## config.mk

```make
export PLATFORM = sky130hd
export DESIGN_NAME = tmds_channel_encoder
export DESIGN_NICKNAME = d
export VERILOG_FILES = /design/src/rtl/tmds_channel_encoder.sv
export SDC_FILE = /design/constraint.sdc
export NUM_CORES = 1
export LEC_CHECK = 0
export ABC_AREA = 1
export BUFFER_PORTS_ARGS = -buffer_cell sky130_fd_sc_hd__buf_2
export CAP_MARGIN = 5
export CORE_ASPECT_RATIO = 1.75
export CORE_UTILIZATION = 61
export CTS_BUF_LIST = sky130_fd_sc_hd__clkbuf_8
export CTS_CLUSTER_DIAMETER = 150
export DETAILED_ROUTE_END_ITERATION = 12
export HOLD_SLACK_MARGIN = 0.03
export PLACE_DENSITY = 0.93
export SLEW_MARGIN = 20
export SYNTH_ARGS = -nofsm -noshare
export SYNTH_HDL_FRONTEND = slang
export SYNTH_SLANG_ARGS = --single-unit
```

## constraint.sdc

```tcl
create_clock -name clk_in -period 4.5 [get_ports clk_in]
set_input_delay 0.45 -clock clk_in [delete_from_list [all_inputs] [get_ports clk_in]]
set_output_delay 0.45 -clock clk_in [all_outputs]
set_load 0.01 [all_outputs]
```

## src/rtl/tmds_channel_encoder.sv

```systemverilog
// Single-channel TMDS 8b/10b encoder: two pix_en-gated stages (transition
// minimisation, then DC balancing against a signed running disparity).
module tmds_channel_encoder #(
    parameter int         CNT_W      = 5,
    parameter logic [9:0] RESET_WORD = 10'b1101010100
) (
    input  logic                    clk_in,
    input  logic                    rst_in,
    input  logic                    pix_en,
    input  logic                    de_in,
    input  logic [1:0]              ctrl_in,
    input  logic [7:0]              data_in,
    output logic [9:0]              tmds_word,
    output logic signed [CNT_W-1:0] disparity
);

    function automatic logic [3:0] popcount8(input logic [7:0] v);
        logic [3:0] n;
        n = '0;
        for (int unsigned i = 0; i < 8; i++) n = n + {3'b000, v[i]};
        return n;
    endfunction

    // XNOR chain when it produces fewer transitions; q_m[8] records the choice.
    function automatic logic [8:0] min_transition(input logic [7:0] d);
        logic [3:0] ones;
        logic       use_xnor;
        logic [8:0] q;
        ones     = popcount8(d);
        use_xnor = (ones > 4'd4) || ((ones == 4'd4) && !d[0]);
        q        = '0;
        q[0]     = d[0];
        for (int unsigned i = 1; i < 8; i++)
            q[i] = use_xnor ? ~(q[i-1] ^ d[i]) : (q[i-1] ^ d[i]);
        q[8] = ~use_xnor;
        return q;
    endfunction

    logic [8:0]              qm_q,   qm_d;
    logic                    de_q,   de_d;
    logic [1:0]              ctrl_q, ctrl_d;
    logic [9:0]              word_q, word_d;
    logic signed [CNT_W-1:0] cnt_q,  cnt_d;

    logic [3:0]              n1;
    logic signed [CNT_W-1:0] bal;
    logic signed [CNT_W-1:0] two;
    logic                    cnt_pos;
    logic                    cnt_neg;
    logic [9:0]              ctrl_word;

    always_comb begin
        qm_d   = qm_q;
        de_d   = de_q;
        ctrl_d = ctrl_q;
        if (pix_en) begin
            qm_d   = min_transition(data_in);
            de_d   = de_in;
            ctrl_d = ctrl_in;
        end
    end

    always_comb begin
        n1      = popcount8(qm_q[7:0]);
        // bal = n1 - n0 = 2*n1 - 8
        bal     = CNT_W'(n1) + CNT_W'(n1) - CNT_W'(8);
        two     = CNT_W'(2);
        cnt_neg = cnt_q[CNT_W-1];
        cnt_pos = !cnt_q[CNT_W-1] && (cnt_q != '0);

        case (ctrl_q)
            2'b00:   ctrl_word = 10'b1101010100;
            2'b01:   ctrl_word = 10'b0010101011;
            2'b10:   ctrl_word = 10'b0101010100;
            default: ctrl_word = 10'b1010101011;
        endcase

        word_d = word_q;
        cnt_d  = cnt_q;
        if (pix_en) begin
            if (!de_q) begin
                word_d = ctrl_word;
                cnt_d  = '0;
            end else if ((cnt_q == '0) || (n1 == 4'd4)) begin
                word_d = {~qm_q[8], qm_q[8], qm_q[8] ? qm_q[7:0] : ~qm_q[7:0]};
                cnt_d  = qm_q[8] ? (cnt_q + bal) : (cnt_q - bal);
            end else if ((cnt_pos && (n1 > 4'd4)) || (cnt_neg && (n1 < 4'd4))) begin
                word_d = {1'b1, qm_q[8], ~qm_q[7:0]};
                cnt_d  = cnt_q + (qm_q[8] ? two : '0) - bal;
            end else begin
                word_d = {1'b0, qm_q[8], qm_q[7:0]};
                cnt_d  = cnt_q + bal - (qm_q[8] ? '0 : two);
            end
        end
    end

    always_ff @(posedge clk_in) begin
        if (rst_in) begin
            qm_q   <= '0;
            de_q   <= 1'b0;
            ctrl_q <= 2'b00;
            word_q <= RESET_WORD;
            cnt_q  <= '0;
        end else begin
            qm_q   <= qm_d;
            de_q   <= de_d;
            ctrl_q <= ctrl_d;
            word_q <= word_d;
            cnt_q  <= cnt_d;
        end
    end

    assign tmds_word = word_q;
    assign disparity = cnt_q;

endmodule

```

-- Word-level counts from Yosys, hierarchy flattened
Index checks and enable logic that the tools add are counted.
- bits in registers: 27
- input bits: 14
- output and inout bits: 15
- word-level logic and storage cells: 81
- add/subtract/negate cells: 22
- $lt $le $gt $ge: 3
- equal/unequal tests: 4
- multiplexer cells: 18
- bitwise logic cells: 17
- reduce and logical (&&, ||, !) cells: 12
- operators by type and width (kind ; count):
    adder 4 x 1 -> 4 bit ; 8
    two-way mux 10 bit ; 3
    one-hot mux 10 bit (3 select lines) ; 1
    two-way mux 5 bit ; 4
    adder 5 bit ; 2
    subtractor 5 bit ; 2
    NOT 1 bit ; 9
    adder 3 x 1 -> 4 bit ; 2
    equality test 4 x 3 -> 1 bit, second input constant ; 2
    > comparator 4 x 3 -> 1 bit, second input constant ; 2
    two-way mux 8 bit ; 1
    NOT 8 bit ; 1
    two-way mux 1 bit ; 7
    bitwise XOR 1 bit ; 7
    adder 2 x 1 -> 3 bit ; 2
    adder 4 x 4 -> 5 bit ; 1
    adder 5 x 2 -> 5 bit ; 1
    zero test 5 bit ; 1
    nonzero test 5 bit ; 1
    subtractor 5 x 2 -> 5 bit ; 1
    subtractor 5 x 4 -> 5 bit, second input constant ; 1
    adder 1 x 1 -> 2 bit ; 2
    logical AND 1 bit ; 4
    less-than comparator 4 x 3 -> 1 bit, second input constant ; 1
    other kinds (6) ; 10

-- Longest topological paths before layout
Gate-level depths: netlist of run 1.
- depth after elaboration: 29
- depth in mapped cells: 23
- gate-level depth less buffers: 22

-- Worst setup path after synthesis of run 1
Ideal clock, no wire load.
- path kind: register -> register
- start: register qm_q[0]
- end: register cnt_q[4] (netlist: disparity[4])
- library setup time: 0.070 ns
- data arrival time: 4.084 ns
- required time: 4.430 ns
- setup slack: 0.345 ns
- stages on the path, launching flop included: 22
- buffers on the path: 0
- period minus slack after synthesis: 4.155 ns
- cells stage by stage: dfxtp_1 > fa_1 > inv_1 > fa_1 > fa_1 > inv_1 > ha_1 > inv_1 > fa_1 > xor2_1 > inv_1 > ha_1 > inv_1 > ha_1 > a21o_1 > nor2_1 > inv_1 > nand2_1 > nand3_1 > nand3_1 > nand3_1 > a21oi_1
- longest elaborated chain between the ends: 14
- elaborated cells between the ends (all ways): 25
- classes of those cells: 14 x add/sub; 2 x order compare; 1 x eq/ne; 4 x mux; 4 x reduce/logical
- RTL lines (what ; line ; text):
    start: declaration ; 39 ; logic [8:0] qm_q, qm_d;
    start signal: assignment ; 105 ; qm_q <= qm_d;
    adder 1 x 1 -> 2 bit * ; 20 ; for (int unsigned i = 0; i < 8; i++) n = n + {3'b000, v[i]};
    adder 2 x 1 -> 3 bit * ; 20 ;
    adder 3 x 1 -> 4 bit * ; 20 ;
    adder 4 x 1 -> 4 bit * (4 in series) ; 20 ;
    adder 4 x 4 -> 5 bit ; 66 ; bal = CNT_W'(n1) + CNT_W'(n1) - CNT_W'(8);
    subtractor 5 x 4 -> 5 bit ; 66 ;
    adder 5 bit ; 92 ; cnt_d = cnt_q + bal - (qm_q[8] ? '0 : two);
    subtractor 5 x 2 -> 5 bit ; 92 ;
    two-way mux 5 bit ; 87 ; end else if ((cnt_pos && (n1 > 4'd4)) || (cnt_neg && (n1 < 4'd4))) begin
    two-way mux 5 bit * ; 84 ; end else if ((cnt_q == '0) || (n1 == 4'd4)) begin
    two-way mux 5 bit * ; 81 ; if (!de_q) begin
    end signal: assignment ; 109 ; cnt_q <= cnt_d;
    end: declaration ; 43 ; logic signed [CNT_W-1:0] cnt_q, cnt_d;
Mark *: on every way between the ends. The rest lies on a longest branch, timed or not.
A chain may end at the register's enable or synchronous reset.

-- Worst setup path in the final report of run 1
Same ends and word-level chain as after synthesis.

==> reports/metrics.yaml, run 1 <==
start_kind: "flip-flop"
place_hpwl_mm: 4.44
grt_overflow: 0
cts_max_path_buffers: 2
regToRegEndpoint: "disparity[4]"
path_max_fanout: 5
r2r-start: "qm_q[0]"
start_util: 0.640
slew_headroom: 0.510
hold_viol: 0
place_congestion: 0.890
grt_pass1_wl_mm: 8.58
multiInputGateArea_um2: 1670
post_cts_buffers: 0
drive_above_1_share: 0.186
cts.htree.levels: 1
grt_pass1_vias: 2135
status: "finished clean"
irDropWorstVdd_mv: 0.405
vias_per_cell: 5.51
worst_hold_slack_ps: 466
crit_type: "flip-flop to flip-flop"
syn_area_um2: 2500
num-fill-cells: 320
clk_pin_slew_worst_paths_ps: 90
yosysWarningCount: 0
worst_r2r_path_depth: 20
min_from: "ctrl_in[0]"
worst-slew-pin-transition_ps: 734
syn_nets: 383
setup_viol: 0
crit_required_ps: 4710
tritoncts: "yes"
met1_usage: 0.232
final_common_cell: "inv_1"
fin_nets: 407
grt_max_degree: 25
cts.sinks: 26
skew_ps: 2.61
num_rows: 30
syn_area_per_cell_um2: 7.55
track_usage: 0.259
port_buffers: 27
fin_crit_ps: 4350
ant_nets: 0
final_cell_mix: "inv_1, nand2_1, nand3_1, buf_2"
power_leakage_nw: 1.42
syn_inst: 331
fmax_ghz: 0.230
period_share: 0.967
area_delta_synth_final_pct: 9.06
top_usage_layer: "met2"
grt_antenna_before_repair: 0
io_pins: 29
end_kind: "flip-flop"
maxCapViolCount: 0
ys_seq_area_frac: 0.208
wl_per_cell_um: 13.7
ys_ff_latch: 26
fin_tns_setup_ps: 0
grt.met2_usage: 0.537
drt_first_pass_iters: 4
die_h_um: 86.7
setup.worst_path.start: "qm_q[0]"
r2r_slack_ps: 150
ys_types: 38
cts_root_buf: "clkbuf_8"
num_vias: 2216
drt_wl_total_mm: 5.53
power-per-cell-area_nw_per_um2: 570
die_width_um: 50.4
min_path_cells: 3
final-seq-area_um2: 522
arrival_ps: 4560
rsz0062_at_grt: "no"
coreArea_um2: 3900
drc: 0
final_util: 0.698
hold_class: "primary input to flip-flop"
drv_slew: 0
numCtsBuffers: 3
dieArea_um2: 4370
min_to: "ctrl_q[0]"
diodes: 0
met3_usage: 0.0193
clkLatencyLatePin_ps: 270
drt_iter0_drc: 65
[cell families (layout without fill, tap and decap cells)]
group	count (synthesis)	count (layout)	share of synthesized area
and+or+nand+nor	121	121	0.261
buffers and inverters	77	100	0.135
AOI/OAI and AO/OA	57	57	0.127
adders and majority gates	38	38	0.229
DFF	26	26	0.208
xor gates and xnor gates	11	11	0.0385
other	1	1	0.00150
[layer usage]
layer / share of wire / routed length (µm)
met1: 0.35 / 1930
met2: 0.59 / 3260
met3: 0.032 / 175
met4: 0.030 / 165
met5: 0 / 0
[what timing repair did]
item | CTS | global route
resized for setup | 0 | 7
endpoints found under the setup margin | 0 | 2
hold buffers | 0 | 0
[sequential cells by signal, summed over array words and instances (netlist names)]
| name | count |
|---|---|
| qm_q | 9 |
| tmds_word | 10 |
| ctrl_q | 2 |
| de_q | 1 |
| disparity | 4 |
[worst max path at each step]
stage / to / slack (ps) / cells past startpoint
after detailed placement: disparity[4] / 70 / 20
after CTS: disparity[4] / 60 / 20
after floorplan: disparity[4] / 350 / 21
final: disparity[4] / 150 / 20
after global placement: disparity[4] / 200 / 20
after global routing: disparity[4] / 6 / 20
[stage by stage]
stage,power [mW],worst slack (ps),cell area [µm²],cells
6_report,1.55,149,2730,402
5_1_grt,1.69,5.55,2730,402
4_1_cts,1.51,55.4,2700,402
3_5_place_dp,1.31,65.1,2630,398
3_3_place_gp,1.26,205,2630,398
2_1_floorplan,1.12,345,2500,331
[report_power, final]
| group | total, mW | leakage [nW] | switching [mW] | internal, mW |
|---|---|---|---|---|
| Sequential | 0.285 | 0.216 | 0.0285 | 0.257 |
| Combinational | 1.07 | 1.17 | 0.647 | 0.428 |
| Clock | 0.194 | 0.0357 | 0.0753 | 0.119 |
| Total | 1.55 | 1.42 | 0.750 | 0.804 |
[Yosys cell counts]
library cell,instances,share of area
inv_1,63,0.095
nand2_1,53,0.080
nand3_1,33,0.066
a21oi_1,26,0.052
dfxtp_1,26,0.21
ha_1,25,0.13
o21ai_0,20,0.040
fa_1,13,0.10
nand2_4,8,0.036
nor2_1,8,0.012
xor2_1,6,0.021
clkbuf_1,5,0.0075
nand3_2,5,0.020
xnor2_1,5,0.018
nand2_2,4,0.010
inv_2,3,0.0045
nand3b_1,3,0.0090
o211ai_1,3,0.0090
o21ai_1,3,0.0060
a211oi_1,1,0.0030
a21o_1,1,0.0030
a221o_1,1,0.0040
and2_4,1,0.0035
buf_12,1,0.0080
buf_4,1,0.0030
buf_6,1,0.0045
buf_8,1,0.0060
conb_1,1,0.0015
inv_4,1,0.0025
inv_8,1,0.0045
nand2_8,1,0.0080
nand3_4,1,0.0070
nand4_1,1,0.0025
nor2_2,1,0.0025
nor3_1,1,0.0020
o21ai_4,1,0.0065
o31ai_1,1,0.0030
or2_2,1,0.0025
[area by class of cell]
| cell class | count | area share |
|---|---|---|
| inverters | 68 | 0.0973 |
| flip-flops and latches | 26 | 0.191 |
| well taps | 48 | 0.0220 |
| multi-input cells | 228 | 0.611 |
| repair buffers | 28 | 0.0523 |
| clock buffers | 3 | 0.0151 |
| clock inverters | 1 | 0.0110 |
[worst max-delay path, stage by stage, from the launching register on]
cell and delay (ps):
dfxtp_2 350, fa_1 540, inv_1 50, fa_1 490
fa_1 400, inv_1 70, ha_1 150, inv_1 60
fa_2 580, ha_2 220, nor2_2 40, xnor2_1 150
inv_1 80, ha_4 300, nand3_1 160, nand2_1 110
nand2_1 70, a21oi_1 130, nand3b_1 120, nand3_1 80
a21oi_1 130
Power figures use the tool's default switching activity.
==> inputs of run 2 (changes only) <==
--- a/config.mk
+++ b/config.mk
@@ -10,4 +10,5 @@
 export CAP_MARGIN = 5
 export CORE_ASPECT_RATIO = 1.75
+export CORE_MARGIN = 4
 export CORE_UTILIZATION = 61
 export CTS_BUF_LIST = sky130_fd_sc_hd__clkbuf_8
@@ -20,2 +21,3 @@
 export SYNTH_HDL_FRONTEND = slang
 export SYNTH_SLANG_ARGS = --single-unit
+export TNS_END_PERCENT = 20
==> constraint.sdc (replaced) <==
create_clock -name clk_in -period 4.5 [get_ports clk_in]
set_input_delay 0.675 -clock clk_in [delete_from_list [all_inputs] [get_ports clk_in]]
set_output_delay 0.675 -clock clk_in [all_outputs]
set_load 0.01 [all_outputs]
==> run 2 against run 1 <==
Compared with the run above: the run now ends with setup timing left; core utilization up 1.5 points; critical path depth unchanged; fmax down 3.3%; register-to-register slack worse by 150 ps; power up 9.0%; worst hold slack better by 13 ps; cell count up 0.25%; non-clock buffer count up 1; critical path type unchanged; largest power group unchanged; highest routed layer unchanged.
==> reports/metrics.yaml, run 2 (same netlist as run 1, synthesis figures left out) <==
drive_above_1_share: 0.208  # +0.0220
final_util: 0.713  # +0.0151
status: "finished with violations"
cts.htree.levels: 1  # unchanged
numCtsBuffers: 3  # unchanged
start_kind: "flip-flop"
end_kind: "flip-flop"
drt_iter0_drc: 110  # +69%
vias_per_cell: 5.66  # +2.7%
r2r-start: "qm_q[0]"
tritoncts: "yes"
setup_viol: 1  # +1
die_h_um: 92.7  # +6.9%
power_leakage_nw: 1.42  # about the same
worst-slew-pin-transition_ps: 779  # +45.4 ps
power_frac_comb: 0.715  # +0.024
wl_per_cell_um: 15.3  # +11%
total_power_mw: 1.69  # +9.0%
grt_pass1_wl_mm: 9.74  # +13%
maxCapViolCount: 0  # unchanged
die_width_um: 56.4  # +12%
violations: "setup timing"
diodes: 0  # unchanged
cts_root_buf: "clkbuf_8"
clkLatencyLatePin_ps: 280  # about the same
start_util: 0.640  # unchanged
num_vias: 2281  # +2.9%
area_delta_synth_final_pct: 11.4
ctsHoldBuffers: 0  # unchanged
dieArea_um2: 5230  # +20%
power_frac_seq: 0.169  # -0.015
slew_headroom: 0.476  # -0.0342
cts_max_path_buffers: 2  # unchanged
drc: 0  # unchanged
power-per-cell-area_nw_per_um2: 608  # +6.7%
grt_max_degree: 25  # unchanged
worst_r2r_path_depth: 20  # unchanged
clkPwrFrac: 0.116  # -0.009
internal_power_mw: 0.869  # +8.1%
place_ws_ps: 107  # +41.6 ps
r2r_slack_ps: -0.9  # -150 ps
grt_overflow: 0  # unchanged
drv_slew: 0  # unchanged
crit_type: "flip-flop to flip-flop"
arrival_ps: 4720  # +160 ps
drt_wl_total_mm: 6.17  # +12%
rsz0062_at_grt: "yes"
fin_nets: 408  # +0.25%
setup.worst_path.start: "qm_q[0]"
skew_ps: 1.86  # -0.754 ps
io_pins: 29  # unchanged
place_hpwl_mm: 4.57  # +2.8%
grt_pass1_vias: 2237  # +4.8%
port_buffers: 27  # unchanged
crit_required_ps: 4710  # about the same
fmax_ghz: 0.222  # -3.3%
clk_pin_slew_worst_paths_ps: 90  # about the same
hold_class: "flip-flop to flip-flop"
hold_viol: 0  # unchanged
fin_crit_ps: 4500  # +150 ps
regToRegEndpoint: "disparity[4]"
ant_nets: 0  # unchanged
irDropWorstVdd_mv: 0.442  # +8.9%
cts.sinks: 26  # unchanged
place_congestion: 0.920  # +3.5%
coreArea_um2: 3900  # unchanged
grt_antenna_before_repair: 0  # unchanged
num_rows: 30  # unchanged
layout_setup_ws_ps: -0.895  # -150 ps
p_sw_frac: 0.487  # +0.00439
largest_reg_flops: 10  # unchanged
worst_hold_slack_ps: 479  # +13.3 ps
period_share: 1.00  # +0.0334
track_usage: 0.236  # -0.0231
drt_first_pass_iters: 4  # unchanged
final_common_cell: "inv_1"
fin_tns_setup_ps: -0.895  # -0.895 ps
path_max_fanout: 5  # unchanged
final_cell_mix: "inv_1, nand2_1, nand3_1, buf_2"
p_sw_mw: 0.825  # +10%
critPathCapture: "disparity[4]"
[run 2: how the worst min path moves through the flow]
stage	start	end	slack [ps]	cells past startpoint
floorplan	qm_q[2]	qm_q[2]	480	2
global placement	tmds_word[6]	tmds_word[6]	470	2
detailed placement	tmds_word[2]	tmds_word[2]	460	2
CTS	tmds_word[2]	tmds_word[2]	490	2
global route	tmds_word[6]	tmds_word[6]	510	2
finish	tmds_word[2]	tmds_word[2]	480	2
[run 2: stage by stage]
step           instances  instance area, µm²
2_1_floorplan        331                2500
3_3_place_gp         398                2630
3_5_place_dp         398                2630
4_1_cts              402                2700
5_1_grt              403                2790
6_report             403                2790
[run 2: power groups by stage]
stage / Clock [mW] / Combinational (mW) / Sequential [mW]
after floorplan: 0 / 0.833 / 0.288
after global placement: 0 / 0.978 / 0.288
after detailed placement: 0 / 1.05 / 0.289
after CTS: 0.197 / 1.06 / 0.284
after global routing: 0.207 / 1.35 / 0.288
final: 0.197 / 1.21 / 0.286
[run 2: routing by layer]
layer | routed length (µm) | part of all wire | global-route usage
met2 | 3530 | 0.57 | 0.459
met1 | 2000 | 0.32 | 0.225
met3 | 250 | 0.041 | 0.0237
met4 | 383 | 0.062 | 0.154
met5 | 0 | 0 | 0
[run 2: layout make-up]
type / count / area (µm²)
fill: 322 / 1120
clock buffer: 3 / 41.3
sequential: 26 / 522
inverter: 68 / 265
tap: 48 / 60.1
multi-input combinational: 228 / 1720
timing repair buffer: 29 / 150
clock inverter: 1 / 30.0
[run 2: repair_timing]
item,4_1_cts,5_1_grt
buffers inserted,0,1
setup endpoints to repair,0,6
gates resized for setup,0,15
[run 2: critical path, stage by stage, from the launching register on]
cell	delay, ps
dfxtp_2	350
fa_1	530
inv_1	60
fa_1	510
fa_1	440
inv_1	70
ha_2	170
inv_1	60
fa_2	660
ha_4	180
nor2_1	60
xnor2_1	190
inv_1	90
ha_4	290
nand3_1	100
nand2_1	80
nand2_1	70
a21oi_1	170
nand3b_1	140
nand3_1	80
a21oi_1	130
==> inputs of run 3 (changes only) <==
Settings changed: ABC_AREA 1 to unset, CORE_UTILIZATION 61 to 65, PLACE_DENSITY 0.93 to 0.95, SETUP_SLACK_MARGIN set to 0.1.
Clock period 4.5 ns to 5.6 ns, I/O delays scaled along.
==> run 3 against run 2 <==
Compared with the run above: the flow now finishes without violations; highest routed layer unchanged; largest power group unchanged; critical path depth is 2 lower; synthesized cell count down 22%; flip-flop and latch count did not move; wire length decreased by 21%.
==> reports/metrics.yaml, run 3 <==
synth_edf_count: 0  # unchanged
dr_wl_met3_um: 120  # -52%
drc: 0  # unchanged
hold_viol: 0  # unchanged
clk_pin_slew_worst_paths_ps: 90  # about the same
dr_wl_met2_mm: 2.82  # -20%
routed.top_layer: "met4"
regToRegEndpoint: "disparity[4]"
fmax_ghz: 0.208  # -6.4%
vias_per_cell: 5.60  # -0.97%
drt_first_pass_iters: 4  # unchanged
ys_seq_area_frac: 0.229  # +0.0209
die_width_um: 52.7  # -6.6%
ys_top_cells_by_count: "inv_1, nor2_1, dfxtp_1"
power-per-cell-area_nw_per_um2: 540  # -11%
num_vias: 1816  # -20%
p_sw_frac: 0.468  # -0.0191
status: "finished clean"
track_usage: 0.237  # +0.000381
end_kind: "flip-flop"
cts.htree.levels: 1  # unchanged
fin_crit_ps: 4810  # +310 ps
power_frac_comb: 0.727  # +0.012
fin_tns_setup_ps: 0  # +0.895 ps
drt_wl_total_mm: 4.88  # -21%
die_h_um: 86.2  # -7.0%
diodes: 0  # unchanged
port_buffers: 27  # unchanged
post_cts_buffers: 0  # unchanged
min_from: "tmds_word[8]"
num-fill-cells: 255  # -21%
total_power_mw: 1.33  # -21%
rsz0062_at_grt: "no"
grt_overflow: 0  # unchanged
drt_iter0_drc: 43  # -61%
grt_pass1_wl_mm: 8.20  # -16%
start_kind: "flip-flop"
path_max_fanout: 6  # +1
worst-slew-pin-transition_ps: 711  # -68.5 ps
maxCapViolCount: 0  # unchanged
power_frac_seq: 0.180  # +0.011
period_share: 0.859  # -0.141
dieArea_um2: 4540  # -13%
crit_required_ps: 5770  # +1060 ps
r2r-start: "qm_q[0]"
fin_nets: 332  # -19%
cts_max_path_buffers: 2  # unchanged
grt_antenna_before_repair: 0  # unchanged
ys_top_cells_by_area: "dfxtp_1, ha_1, fa_1, xnor2_1, inv_1"
io_pins: 29  # unchanged
cts_root_buf: "clkbuf_8"
crit_type: "flip-flop to flip-flop"
wl_met1_mm: 1.78  # -11%
yosysTopAreaCell: "dfxtp_1"
setup_viol: 0  # -1
p_sw_mw: 0.624  # -24%
clkLatencyLatePin_ps: 270  # about the same
final_common_cell: "inv_1"
coreArea_um2: 3360  # -14%
clkPwrFrac: 0.094  # -0.022
async_flop_share: 0  # unchanged
place_congestion: 0.911  # -1.0%
ant_nets: 0  # unchanged
cts-resized-gates: 0  # unchanged
worstPathCellList: "fa_1 > inv_1 > fa_1 > fa_1 > inv_1 > ha_1 > inv_1 > fa_1 > xnor2_1 > ha_1 > inv_1 > ha_1 > a21oi_1 > nand2_1 > xnor2_1 > mux2i_1 > a32o_1 > or2_2"
hold_class: "flip-flop to flip-flop"
grt_pass1_vias: 1868  # -16%
syn_inst: 257  # -22%
synth_top_area_frac: 0.229  # +0.0209
yosysWarningCount: 0  # unchanged
min_to: "tmds_word[8]"
grt_max_degree: 26  # +4.0%
final_cell_mix: "inv_1, nor2_1, buf_2, dfxtp_1, ha_1"
tritoncts: "yes"
area_delta_synth_final_pct: 8.70
drive_above_1_share: 0.136  # -0.0722
ys_types: 41  # +7.9%
numCtsBuffers: 3  # unchanged
drv_slew: 0  # unchanged
worst_r2r_path_depth: 18  # -10%
skew_ps: 4.96  # +3.10 ps
syn_area_um2: 2270  # -9.1%
ctsHoldBuffers: 0  # unchanged
syn_area_per_cell_um2: 8.84  # +17%
cts.sinks: 26  # unchanged
power_leakage_nw: 1.24  # -13%
num_rows: 28  # -6.7%
worst_path_largest_cell_delay_ps: 540  # -120 ps
synth_ff_type: "dfxtp_1"
min_path_cells: 1  # -1
largest_reg_flops: 10  # unchanged
syn_nets: 309  # -19%
slowest_stage: "fa_1"
internal_power_mw: 0.709  # -18%
start_util: 0.676  # +0.0352
wl_per_cell_um: 15.1  # -1.5%
irDropWorstVdd_mv: 0.327  # -26%
place_hpwl_mm: 3.87  # -15%
slew_headroom: 0.521  # +0.0451
yosysMostFrequentCell: "inv_1"
ys_ff_latch: 26  # unchanged
r2r_slack_ps: 790  # +790 ps
arrival_ps: 4980  # +260 ps
[run 3: changes by cell type after synthesis, sizes merged, moves of 5 or more]
cell	change
nand2	-60
nand3	-31
inv	-27
nor2	+25
o21ai	-20
a21oi	-15
xnor2	+15
mux2i	+13
a211oi	+5
a21o	+5
[run 3: logic make-up (layout without fill, tap and decap cells)]
kind of cell               count (synthesis)  in the layout  synth area share
DFF                                       26             26             0.229
and+or+nand+nor                           60             60             0.125
buffers and inverters                     51             73            0.0925
xor gates and xnor gates                  25             25             0.108
AOI/OAI and AO/OA                         42             42             0.127
muxes                                     14             14            0.0639
adders and majority gates                 38             38             0.252
other                                      1              1           0.00165
[run 3: area by class of cell]
cell class	count	area, µm²	share of cell area
Multi-Input combinational cell	180	1540	0.624
Sequential cell	26	520	0.211
Inverter	41	154	0.0623
Timing Repair Buffer	28	143	0.0578
Tap cell	45	56.3	0.0228
Clock buffer	4	55.1	0.0223
[run 3: power groups by stage]
stage,clock [mW],combinational (mW),sequential (mW)
global route,0.130,1.09,0.242
CTS,0.124,0.976,0.238
floorplan,0,0.766,0.241
detailed placement,0,0.963,0.242
finish,0.125,0.969,0.239
global placement,0,0.931,0.240
[run 3: worst max-delay path by stage]
| stage | start | endpoint | depth (start not counted) |
|---|---|---|---|
| finish | qm_q[0] | disparity[4] | 18 |
| global route | qm_q[0] | disparity[4] | 18 |
| CTS | qm_q[0] | disparity[4] | 18 |
| detailed placement | qm_q[0] | disparity[4] | 18 |
| global placement | qm_q[0] | disparity[4] | 18 |
| floorplan | qm_q[0] | disparity[4] | 17 |
[run 3: through the flow]
step | std cells | hold WS, ps | util | area (µm²) | worst slack, ps
after global routing | 324 | 506 | 0.734 | 2470 | 495
after CTS | 324 | 488 | 0.734 | 2470 | 788
after floorplan | 257 | 469 | - | 2270 | 1170
after global placement | 320 | 447 | 0.718 | 2410 | 1010
after detailed placement | 320 | 464 | 0.718 | 2410 | 811
final | 324 | 486 | 0.734 | 2470 | 789
[run 3: worst max-delay path, delay by kind of cell (launching register included)]
family	cells	cell delay (ps)
xor gates and xnor gates	2	630
buffers and inverters	4	250
AOI/OAI and AO/OA	2	400
adders and majority gates	7	2570
muxes	1	120
DFF	1	360
and+or+nand+nor	2	370
[run 3: per-layer routing]
| layer | up-vias | global-route usage |
|---|---|---|
| met3 | 14 | 0.0189 |
| met1 | 867 | 0.255 |
| met4 | 0 | 0.107 |
| met2 | 46 | 0.445 |
| li1 | 889 | - |
| met5 | - | 0 |
